$ cat src/rtl/ftdi_wr_arbiter_if.sv
// Bundle of requester, status and writer-side signals for ftdi_wr_arbiter.
// The master modport is the arbiter's view; slave is the view of the
// requesters and FTDI byte writer that surround it.
interface ftdi_wr_arbiter_if;
  // Requester 0
  logic       iREQ0_n;
  logic [7:0] iDATA0;
  logic       iLAST0;
  logic       oACK0_n;
  // Requester 1
  logic       iREQ1_n;
  logic [7:0] iDATA1;
  logic       iLAST1;
  logic       oACK1_n;
  // Status
  logic [1:0] oGNT;
  logic       oBUSY_n;
  logic       oERR_n;
  // Byte writer
  logic       oACT_WR_n;
  logic [7:0] oWR_DATA;
  logic       iRUN_WR_n;
  logic       iDONE_WR_n;

  modport master (
    input  iREQ0_n, iDATA0, iLAST0, iREQ1_n, iDATA1, iLAST1,
    input  iRUN_WR_n, iDONE_WR_n,
    output oACK0_n, oACK1_n, oGNT, oBUSY_n, oERR_n, oACT_WR_n, oWR_DATA
  );

  modport slave (
    output iREQ0_n, iDATA0, iLAST0, iREQ1_n, iDATA1, iLAST1,
    output iRUN_WR_n, iDONE_WR_n,
    input  oACK0_n, oACK1_n, oGNT, oBUSY_n, oERR_n, oACT_WR_n, oWR_DATA
  );
endinterface

$ cat src/rtl/ftdi_wr_arbiter.sv
// Two-requester arbiter/sequencer in front of the FTDI FIFO byte writer.
// A grant covers a burst of up to MAX_BURST bytes; each byte is one act
// strobe followed by a wait for the writer's done strobe. A writer that
// never answers within TIMEOUT cycles sets a sticky error and the grant is
// dropped. Ownership rotates round-robin between requesters.
// Build option: define ARB_FIXED_PRIO_EN to replace round-robin with fixed
// priority for requester 0.
module ftdi_wr_arbiter #(
  parameter int unsigned MAX_BURST = 16,   // 1..255
  parameter int unsigned TIMEOUT   = 1024  // >= 4
) (
  input  logic               clk,
  input  logic               rst,
  ftdi_wr_arbiter_if.master  bus
);

  localparam int unsigned   TW        = (TIMEOUT > 1) ? $clog2(TIMEOUT) : 1;
  localparam logic [TW-1:0] T_LAST    = TW'(TIMEOUT - 1);
  localparam logic [7:0]    BURST_MAX = 8'(MAX_BURST);

  typedef enum logic [1:0] {
    S_IDLE,
    S_ISSUE,
    S_WAIT_DONE,
    S_NEXT
  } state_t;

  state_t        state_q,   state_d;
  logic [1:0]    gnt_q,     gnt_d;
  logic [7:0]    bcnt_q,    bcnt_d;
  logic [TW-1:0] tcnt_q,    tcnt_d;
  logic          last_q,    last_d;
  logic          act_n_q,   act_n_d;
  logic          ack0_n_q,  ack0_n_d;
  logic          ack1_n_q,  ack1_n_d;
  logic          busy_n_q,  busy_n_d;
  logic          err_n_q,   err_n_d;
  logic [7:0]    wr_data_q, wr_data_d;
`ifndef ARB_FIXED_PRIO_EN
  logic          rr_q,      rr_d;      // 1: requester 1 wins the next tie
`endif

  logic          g_req_n;
  logic [7:0]    g_data;
  logic          g_last;
  logic          pick1;

  // View of the currently granted requester (grant is one-hot).
  always_comb begin
    g_req_n = bus.iREQ0_n;
    g_data  = bus.iDATA0;
    g_last  = bus.iLAST0;
    if (gnt_q[1]) begin
      g_req_n = bus.iREQ1_n;
      g_data  = bus.iDATA1;
      g_last  = bus.iLAST1;
    end
  end

  // Arbitration result used in IDLE: 1 selects requester 1.
  always_comb begin
    pick1 = 1'b0;
    if (!bus.iREQ1_n && bus.iREQ0_n) begin
      pick1 = 1'b1;
    end else if (!bus.iREQ0_n && !bus.iREQ1_n) begin
`ifdef ARB_FIXED_PRIO_EN
      pick1 = 1'b0;
`else
      pick1 = rr_q;
`endif
    end
  end

  // Next-state and next-output computation for the sequencer.
  always_comb begin
    // NOTE: every _d gets a default before the case so no path leaves it
    // unassigned; otherwise synthesis would infer latches.
    state_d   = state_q;
    gnt_d     = gnt_q;
    bcnt_d    = bcnt_q;
    tcnt_d    = tcnt_q;
    last_d    = last_q;
    wr_data_d = wr_data_q;
    err_n_d   = err_n_q;
    act_n_d   = 1'b1;
    ack0_n_d  = 1'b1;
    ack1_n_d  = 1'b1;
`ifndef ARB_FIXED_PRIO_EN
    rr_d      = rr_q;
`endif

    case (state_q)
      S_IDLE: begin
        // Writer must be idle so a byte left running by a reset completes first.
        if (bus.iRUN_WR_n && (!bus.iREQ0_n || !bus.iREQ1_n)) begin
          gnt_d   = pick1 ? 2'b10 : 2'b01;
          bcnt_d  = 8'd0;
          state_d = S_ISSUE;
        end
      end

      S_ISSUE: begin
        act_n_d   = 1'b0;
        ack0_n_d  = ~gnt_q[0];
        ack1_n_d  = ~gnt_q[1];
        wr_data_d = g_data;
        last_d    = g_last;
        bcnt_d    = bcnt_q + 8'd1;
        tcnt_d    = '0;
        state_d   = S_WAIT_DONE;
      end

      S_WAIT_DONE: begin
        // Done is tested first so it wins over the terminal count.
        if (!bus.iDONE_WR_n) begin
          state_d = S_NEXT;
        end else if (tcnt_q == T_LAST) begin
          err_n_d = 1'b0;
          gnt_d   = 2'b00;
`ifndef ARB_FIXED_PRIO_EN
          rr_d    = gnt_q[0];
`endif
          state_d = S_IDLE;
        end else begin
          tcnt_d = tcnt_q + TW'(1);
        end
      end

      S_NEXT: begin
        if (!g_req_n && !last_q && (bcnt_q < BURST_MAX)) begin
          state_d = S_ISSUE;
        end else begin
          gnt_d   = 2'b00;
`ifndef ARB_FIXED_PRIO_EN
          rr_d    = gnt_q[0];
`endif
          state_d = S_IDLE;
        end
      end

      default: state_d = S_IDLE;
    endcase

    busy_n_d = (state_d == S_IDLE);
  end

  // State and registered outputs; synchronous reset has priority.
  always_ff @(posedge clk) begin
    if (rst) begin
      state_q   <= S_IDLE;
      gnt_q     <= 2'b00;
      bcnt_q    <= 8'd0;
      tcnt_q    <= '0;
      last_q    <= 1'b0;
      act_n_q   <= 1'b1;
      ack0_n_q  <= 1'b1;
      ack1_n_q  <= 1'b1;
      busy_n_q  <= 1'b1;
      err_n_q   <= 1'b1;
      wr_data_q <= 8'h00;
`ifndef ARB_FIXED_PRIO_EN
      rr_q      <= 1'b0;
`endif
    end else begin
      // NOTE: non-blocking assignments so every flop samples the values from
      // before this edge, independent of statement order.
      state_q   <= state_d;
      gnt_q     <= gnt_d;
      bcnt_q    <= bcnt_d;
      tcnt_q    <= tcnt_d;
      last_q    <= last_d;
      act_n_q   <= act_n_d;
      ack0_n_q  <= ack0_n_d;
      ack1_n_q  <= ack1_n_d;
      busy_n_q  <= busy_n_d;
      err_n_q   <= err_n_d;
      wr_data_q <= wr_data_d;
`ifndef ARB_FIXED_PRIO_EN
      rr_q      <= rr_d;
`endif
    end
  end

  assign bus.oGNT      = gnt_q;
  assign bus.oBUSY_n   = busy_n_q;
  assign bus.oERR_n    = err_n_q;
  assign bus.oACT_WR_n = act_n_q;
  assign bus.oWR_DATA  = wr_data_q;
  assign bus.oACK0_n   = ack0_n_q;
  assign bus.oACK1_n   = ack1_n_q;

endmodule

$ cat src/flat_wrapper.sv
// flat-port wrapper written by rule: the top's interface ports become plain ports
module ftdi_wr_arbiter_flat 
#(
  parameter int unsigned MAX_BURST = 16,            
  parameter int unsigned TIMEOUT   = 1024         
)
  (clk, rst, bus_iREQ0_n, bus_iDATA0, bus_iLAST0, bus_iREQ1_n, bus_iDATA1, bus_iLAST1, bus_iRUN_WR_n, bus_iDONE_WR_n, bus_oACK0_n, bus_oACK1_n, bus_oGNT, bus_oBUSY_n, bus_oERR_n, bus_oACT_WR_n, bus_oWR_DATA);
  ftdi_wr_arbiter_if bus_i ();
  input  logic clk;
  input  logic rst;
  input wire logic [$bits(bus_i.iREQ0_n)-1:0] bus_iREQ0_n;
  input wire logic [$bits(bus_i.iDATA0)-1:0] bus_iDATA0;
  input wire logic [$bits(bus_i.iLAST0)-1:0] bus_iLAST0;
  input wire logic [$bits(bus_i.iREQ1_n)-1:0] bus_iREQ1_n;
  input wire logic [$bits(bus_i.iDATA1)-1:0] bus_iDATA1;
  input wire logic [$bits(bus_i.iLAST1)-1:0] bus_iLAST1;
  input wire logic [$bits(bus_i.iRUN_WR_n)-1:0] bus_iRUN_WR_n;
  input wire logic [$bits(bus_i.iDONE_WR_n)-1:0] bus_iDONE_WR_n;
  output wire logic [$bits(bus_i.oACK0_n)-1:0] bus_oACK0_n;
  output wire logic [$bits(bus_i.oACK1_n)-1:0] bus_oACK1_n;
  output wire logic [$bits(bus_i.oGNT)-1:0] bus_oGNT;
  output wire logic [$bits(bus_i.oBUSY_n)-1:0] bus_oBUSY_n;
  output wire logic [$bits(bus_i.oERR_n)-1:0] bus_oERR_n;
  output wire logic [$bits(bus_i.oACT_WR_n)-1:0] bus_oACT_WR_n;
  output wire logic [$bits(bus_i.oWR_DATA)-1:0] bus_oWR_DATA;
  assign bus_i.iREQ0_n = bus_iREQ0_n;
  assign bus_i.iDATA0 = bus_iDATA0;
  assign bus_i.iLAST0 = bus_iLAST0;
  assign bus_i.iREQ1_n = bus_iREQ1_n;
  assign bus_i.iDATA1 = bus_iDATA1;
  assign bus_i.iLAST1 = bus_iLAST1;
  assign bus_i.iRUN_WR_n = bus_iRUN_WR_n;
  assign bus_i.iDONE_WR_n = bus_iDONE_WR_n;
  assign bus_oACK0_n = bus_i.oACK0_n;
  assign bus_oACK1_n = bus_i.oACK1_n;
  assign bus_oGNT = bus_i.oGNT;
  assign bus_oBUSY_n = bus_i.oBUSY_n;
  assign bus_oERR_n = bus_i.oERR_n;
  assign bus_oACT_WR_n = bus_i.oACT_WR_n;
  assign bus_oWR_DATA = bus_i.oWR_DATA;
  ftdi_wr_arbiter #(.MAX_BURST(MAX_BURST), .TIMEOUT(TIMEOUT)) u_core (.clk(clk), .rst(rst), .bus(bus_i));
endmodule
$ cat config.mk
export PLATFORM = sky130hd
export DESIGN_NAME = ftdi_wr_arbiter_flat
export DESIGN_NICKNAME = d
export VERILOG_FILES = /design/src/rtl/ftdi_wr_arbiter_if.sv /design/src/rtl/ftdi_wr_arbiter.sv /design/src/flat_wrapper.sv
export SDC_FILE = /design/constraint.sdc
export NUM_CORES = 1
export LEC_CHECK = 0
export BUFFER_PORTS_ARGS = -buffer_cell sky130_fd_sc_hd__buf_2
export CORE_MARGIN = 10
export CORE_UTILIZATION = 48
export DETAILED_ROUTE_END_ITERATION = 10
export GPL_TIMING_DRIVEN = 0
export PLACE_DENSITY_LB_ADDON = 0.05
export SLEW_MARGIN = 20
export SYNTH_ARGS = -nofsm -noshare
export SYNTH_HDL_FRONTEND = slang
export SYNTH_SLANG_ARGS = --single-unit
export TNS_END_PERCENT = 10
$ cat constraint.sdc
create_clock -name clk -period 3.8 [get_ports clk]
set_clock_uncertainty 0.15 [all_clocks]
set_input_delay 0.19 -clock clk [delete_from_list [all_inputs] [get_ports clk]]
set_output_delay 0.19 -clock clk [all_outputs]
set_load 0.01 [all_outputs]
### Word level (Yosys, flattened, before mapping)

Cells that the tools add are included.
Widths: inputs -> output; s select.

* bits in latches: 0
* bits in writable memories: 0
* bits in registers: 37
* output and inout port bits: 15
* memories kept: 0
* bits in read-only memories: 0
* input port bits: 24

* $add $sub $neg: 2
* equal/unequal tests: 9
* multiplexer cells: 26
* bitwise operators: 3
* divide/modulo/power cells: 0
* $mul: 0
* shift-type cells: 0
* order comparisons: 1
* reductions and logical operators: 22

Operator list (count)
* $mux 10: 2
* $pmux 10 s2: 1
* $mux 2: 8
* $mux 8: 2
* $pmux 8 s2: 1
* $add 10x1->10 const B: 1
* $eq 10x10->1 const B: 1
* $mux 1: 9
* $add 8x1->8 const B: 1
* $lt 8x5->1 const B: 1
* $pmux 2 s4: 1
* $ne 2x2->1 const B: 3
* $pmux 2 s3: 1
* $reduce_and 3->1: 2
* $reduce_bool 2->1: 3
* $logic_and 1x1->1: 5
* $reduce_and 5->1: 1
* $eq 2x2->1 const B: 2
* $logic_not 1->1: 4
* $logic_not 2->1: 2
* $ne 2x1->1 const B: 2
* $reduce_and 4->1: 1
* $not 1->1: 3
* $reduce_bool 3->1: 1
* other kinds (5): 5

### Longest topological paths before layout

* word-level depth: 7
* gate-level depth with buffers: 6
* depth with buffers taken out: 5

### Least setup slack after synthesis

OpenSTA, ideal clock, no wires.

* path kind: register to register
* start: reg u_core.tcnt_q[0]
* end: reg u_core.gnt_q[1], in the netlist u_core.bus.oGNT[1]
* required time: 3.529 ns
* arrival time: 1.454 ns
* path buffers: 0
* setup time: 0.121 ns
* path slack: 2.075 ns
* cell stages (with the launch flop): 6
* path through: dfxtp_1 ha_1 nand3_1 o31ai_1 nand3_1 mux2_4

* word-level cells in the longest chain between the ends: 3

Ends and longest elaborated chain
* from (decl): RTL line ftdi_wr_arbiter.sv:31 `logic [TW-1:0] tcnt_q, tcnt_d;`
* from (signal assigned): RTL line ftdi_wr_arbiter.sv:170 `tcnt_q <= tcnt_d;`
* $eq 10x10->1: RTL line ftdi_wr_arbiter.sv:117 `end else if (tcnt_q == T_LAST) begin`
* $ne 2x1->1 (no line)
* $reduce_and 5->1 (no line)
* to (signal assigned): RTL line ftdi_wr_arbiter.sv:168 `gnt_q <= gnt_d;`
* to (decl): RTL line ftdi_wr_arbiter.sv:29 `logic [1:0] gnt_q, gnt_d;`

Every way passes these cells.
A chain may end at the register's enable or synchronous reset.

### Final worst setup path

Ends and elaborated chain as after synthesis.

==> reports/results.txt <==
Worst hold slack = 0.0345 ns
Crit. End Element = register
Number of synthesized flops with an enable pin = 0
Critical Path Max Stage Delay = 0.38 ns
CP Buf/Inv Count = 0
Initial Util = 51.3%
Global-route usage over all layers = 13.5%
Buffers inserted by post-CTS timing repair = 0
Int Power = 0.581 mW
Peak supply drop = 0.191 mV
Sequential power share = 52.5%
Die height = 80.6 um
Drt pass-1 iters = 4
Post-Route WL = 4.35 mm
Antenna cells = 0
Syn Nets = 225
Lkg Pwr = 0.802 nW
Seq/Total Area, Yosys = 42.0%
Avg Inst Size Synth = 8.87 um^2
Metal3 WL = 224 um
Clock tree buffer depth = 2
Core area = 0.00344 mm^2
Total gr overflow = 0
Worst-Skew Late Latency = 0.29 ns
Via/cell ratio = 5.64
Vias in the first global route = 1624
Die Span X = 80.6 um
Yosys warning count = 0
Post-Synthesis Cell Area = 0.00176 mm^2
Clock-pin transition on the worst setup and hold timing paths = 0.07 ns
Max-Cap Viols = 0
DP Area = 0.00201 mm^2
Top Ports = 39
WP data required = 3.83 ns
Crit Path Class = register to register
Worst-path cell chain = ha_1, nand3_1, o31ai_1, nand3_1, mux2_4
Mapped Cells = 199
DR DRC count = 0
Slew HR = 53.4%
Slew Viols, Final = 0
H-Tree Depth = 2
PwrDens = 378 mW/mm^2
Met2 Wirelength = 2.25 mm
Post-CTS Resized = 0
Largest net degree at the start of global routing = 12
Part of the power in the clock network = 33.0%
CP arrival = 2.07 ns
Worst-Margin Slew = 0.699 ns
Logic pwr share = 14.5%
Setup TNS = 0 ns
CTS tree = yes
Switch share = 26.5%
Die area = 0.00650 mm^2
CTS Sinks = 37
Final Cell Area = 0.00209 mm^2
Vias = 1636
CP max FO = 8
Crit path max-delay cell type = o31ai_1
# nets final = 269
CP startpoint kind = register
Commonest register cell after synthesis = dfxtp_1
CP delay by family, top = simple AND/OR/NAND/NOR gates
Post-layout util = 60.7%
Most used cell, CP = nand3_1
FP Rows = 21
Area added between synthesis and finish = 18.4%
Hold Path Class = input port to register
Clk Tree Root Cell = clkbuf_8
Post-synth cell types = 48
Setup repair after global routing missed its margin = no
Initial antenna violation count = 0
Status = finished, final reports clean
Num CTS Buffers = 5
Initial DRC count = 99
Final min period = 2.04 ns
DP Wirelength = 3.36 mm
First-pass GRT wire length = 7.16 mm
Routed wire per std cell = 15.0 um
Final hold viol count = 0
Period utilization = 53.7%
Async set or reset register ratio after synthesis = 0%
Share of cells above drive strength 1 = 24.6%
Final Setup Violations = 0
Synth Register Bits = 37
Final estimated routing congestion in global placement = 0.792
Met1 wire length = 1.81 mm
Design Power = 0.791 mW
Final antenna-violating net count = 0
Fmax achieved = 490 MHz
Buffers on Ports = 37
P_sw = 0.210 mW
Uppermost routed layer = met4
CTS Hold Buffers Added = 0
per-layer routing:
metal | GRT usage [%] | vias up
li1 | - | 820
met1 | 15.3 | 764
met2 | 23.6 | 43
met3 | 3.34 | 9
met4 | 5.46 | 0
met5 | 0 | -
synth_stat cells (all sizes together), types with 2 or more instances:
cell type,instances,area share [%]
nor2b,3,1.1
nand3,7,2.3
dfxtp,37,42
and3,2,0.71
buf,7,2.1
a311oi,2,0.99
o41ai,2,0.99
o311ai,3,1.5
clkbuf,3,0.64
inv,5,1.1
o31ai,3,1.3
nand2b,2,0.71
nand2,17,3.6
a21oi,5,1.4
nor3,5,1.4
and4,2,0.99
o21ai,11,3.1
o21bai,2,0.85
ha,2,1.4
nor4,2,0.71
mux2,5,3.4
a211oi,11,4.7
nor2,25,5.3
or3,3,1.1
mux2i,14,7.9
flip-flops by register name, indices dropped and copies added (netlist names), 2 cells and up:
register	flops
u_core.bus.oWR_DATA	8
u_core.bus.oGNT	2
u_core.tcnt_q	10
u_core.bcnt_q	8
u_core.state_q	2
per-stage QoR:
step           instances  setup slack, ns
2_1_floorplan        199             2.07
3_3_place_gp         282             1.84
3_5_place_dp         282             1.82
4_1_cts              290             1.79
5_1_grt              290             1.60
6_report             290             1.76
layout by cell type, fill, tap and decap left out, types with 3 or more instances in the layout:
cell type | netlist | layout
nor2b_1 | 3 | 3
clkbuf_1 | 3 | 4
clkbuf_8 | 0 | 5
nand2_1 | 17 | 17
a21oi_1 | 5 | 5
nand3_1 | 6 | 6
or3_1 | 3 | 3
mux2_2 | 4 | 4
nor2_1 | 25 | 25
a211oi_1 | 11 | 11
mux2i_1 | 14 | 14
o21ai_0 | 11 | 11
o31ai_1 | 3 | 3
buf_2 | 5 | 42
dfxtp_1 | 37 | 37
o311ai_0 | 3 | 3
nor3_1 | 5 | 5
inv_1 | 5 | 5
cell families after synthesis:
kind of cell / count (synthesis) / synth area share, %
and+or+nand+nor: 77 / 21.9
buffers and inverters: 15 / 3.76
AOI/OAI and AO/OA: 48 / 19.1
xor gates and xnor gates: 1 / 0.497
adders and majority gates: 2 / 1.42
muxes: 19 / 11.3
DFF: 37 / 42.0
layout make-up:
| type | count | area (um^2) |
|---|---|---|
| fillers | 319 | 1350 |
| multi-input cells | 147 | 957 |
| flip-flops and latches | 37 | 741 |
| repair buffers | 37 | 185 |
| clock buffers | 6 | 72.6 |
| well taps | 46 | 57.6 |
| plain buffers | 10 | 47.5 |
| inverters | 5 | 18.8 |
| clock inverters | 2 | 10.0 |
path summary, 6_finish.rpt:
kind,startpoint,cells past startpoint,slack [ns],endpoint
max reg2reg,u_core.tcnt_q[0]$_SDFFE_PP0P_,5,1.76,u_core.bus.oGNT[1]$_SDFFE_PP0P_
max,u_core.tcnt_q[0]$_SDFFE_PP0P_,5,1.76,u_core.bus.oGNT[1]$_SDFFE_PP0P_
min,bus_iDONE_WR_n,2,0.03,u_core.state_q[1]$_SDFF_PP0_
min reg2reg,u_core.bus.oGNT[0]$_SDFFE_PP0P_,1,0.26,u_core.bus.oACK0_n$_SDFF_PP1_
power groups by stage:
stage,clock network (mW),logic (mW),registers [mW]
finish,0.261,0.115,0.415
global route,0.284,0.128,0.417
CTS,0.270,0.116,0.415
detailed placement,0,0.115,0.424
global placement,0,0.113,0.423
floorplan,0,0.0687,0.427
No activity file was read; power rests on OpenSTA's default activity.
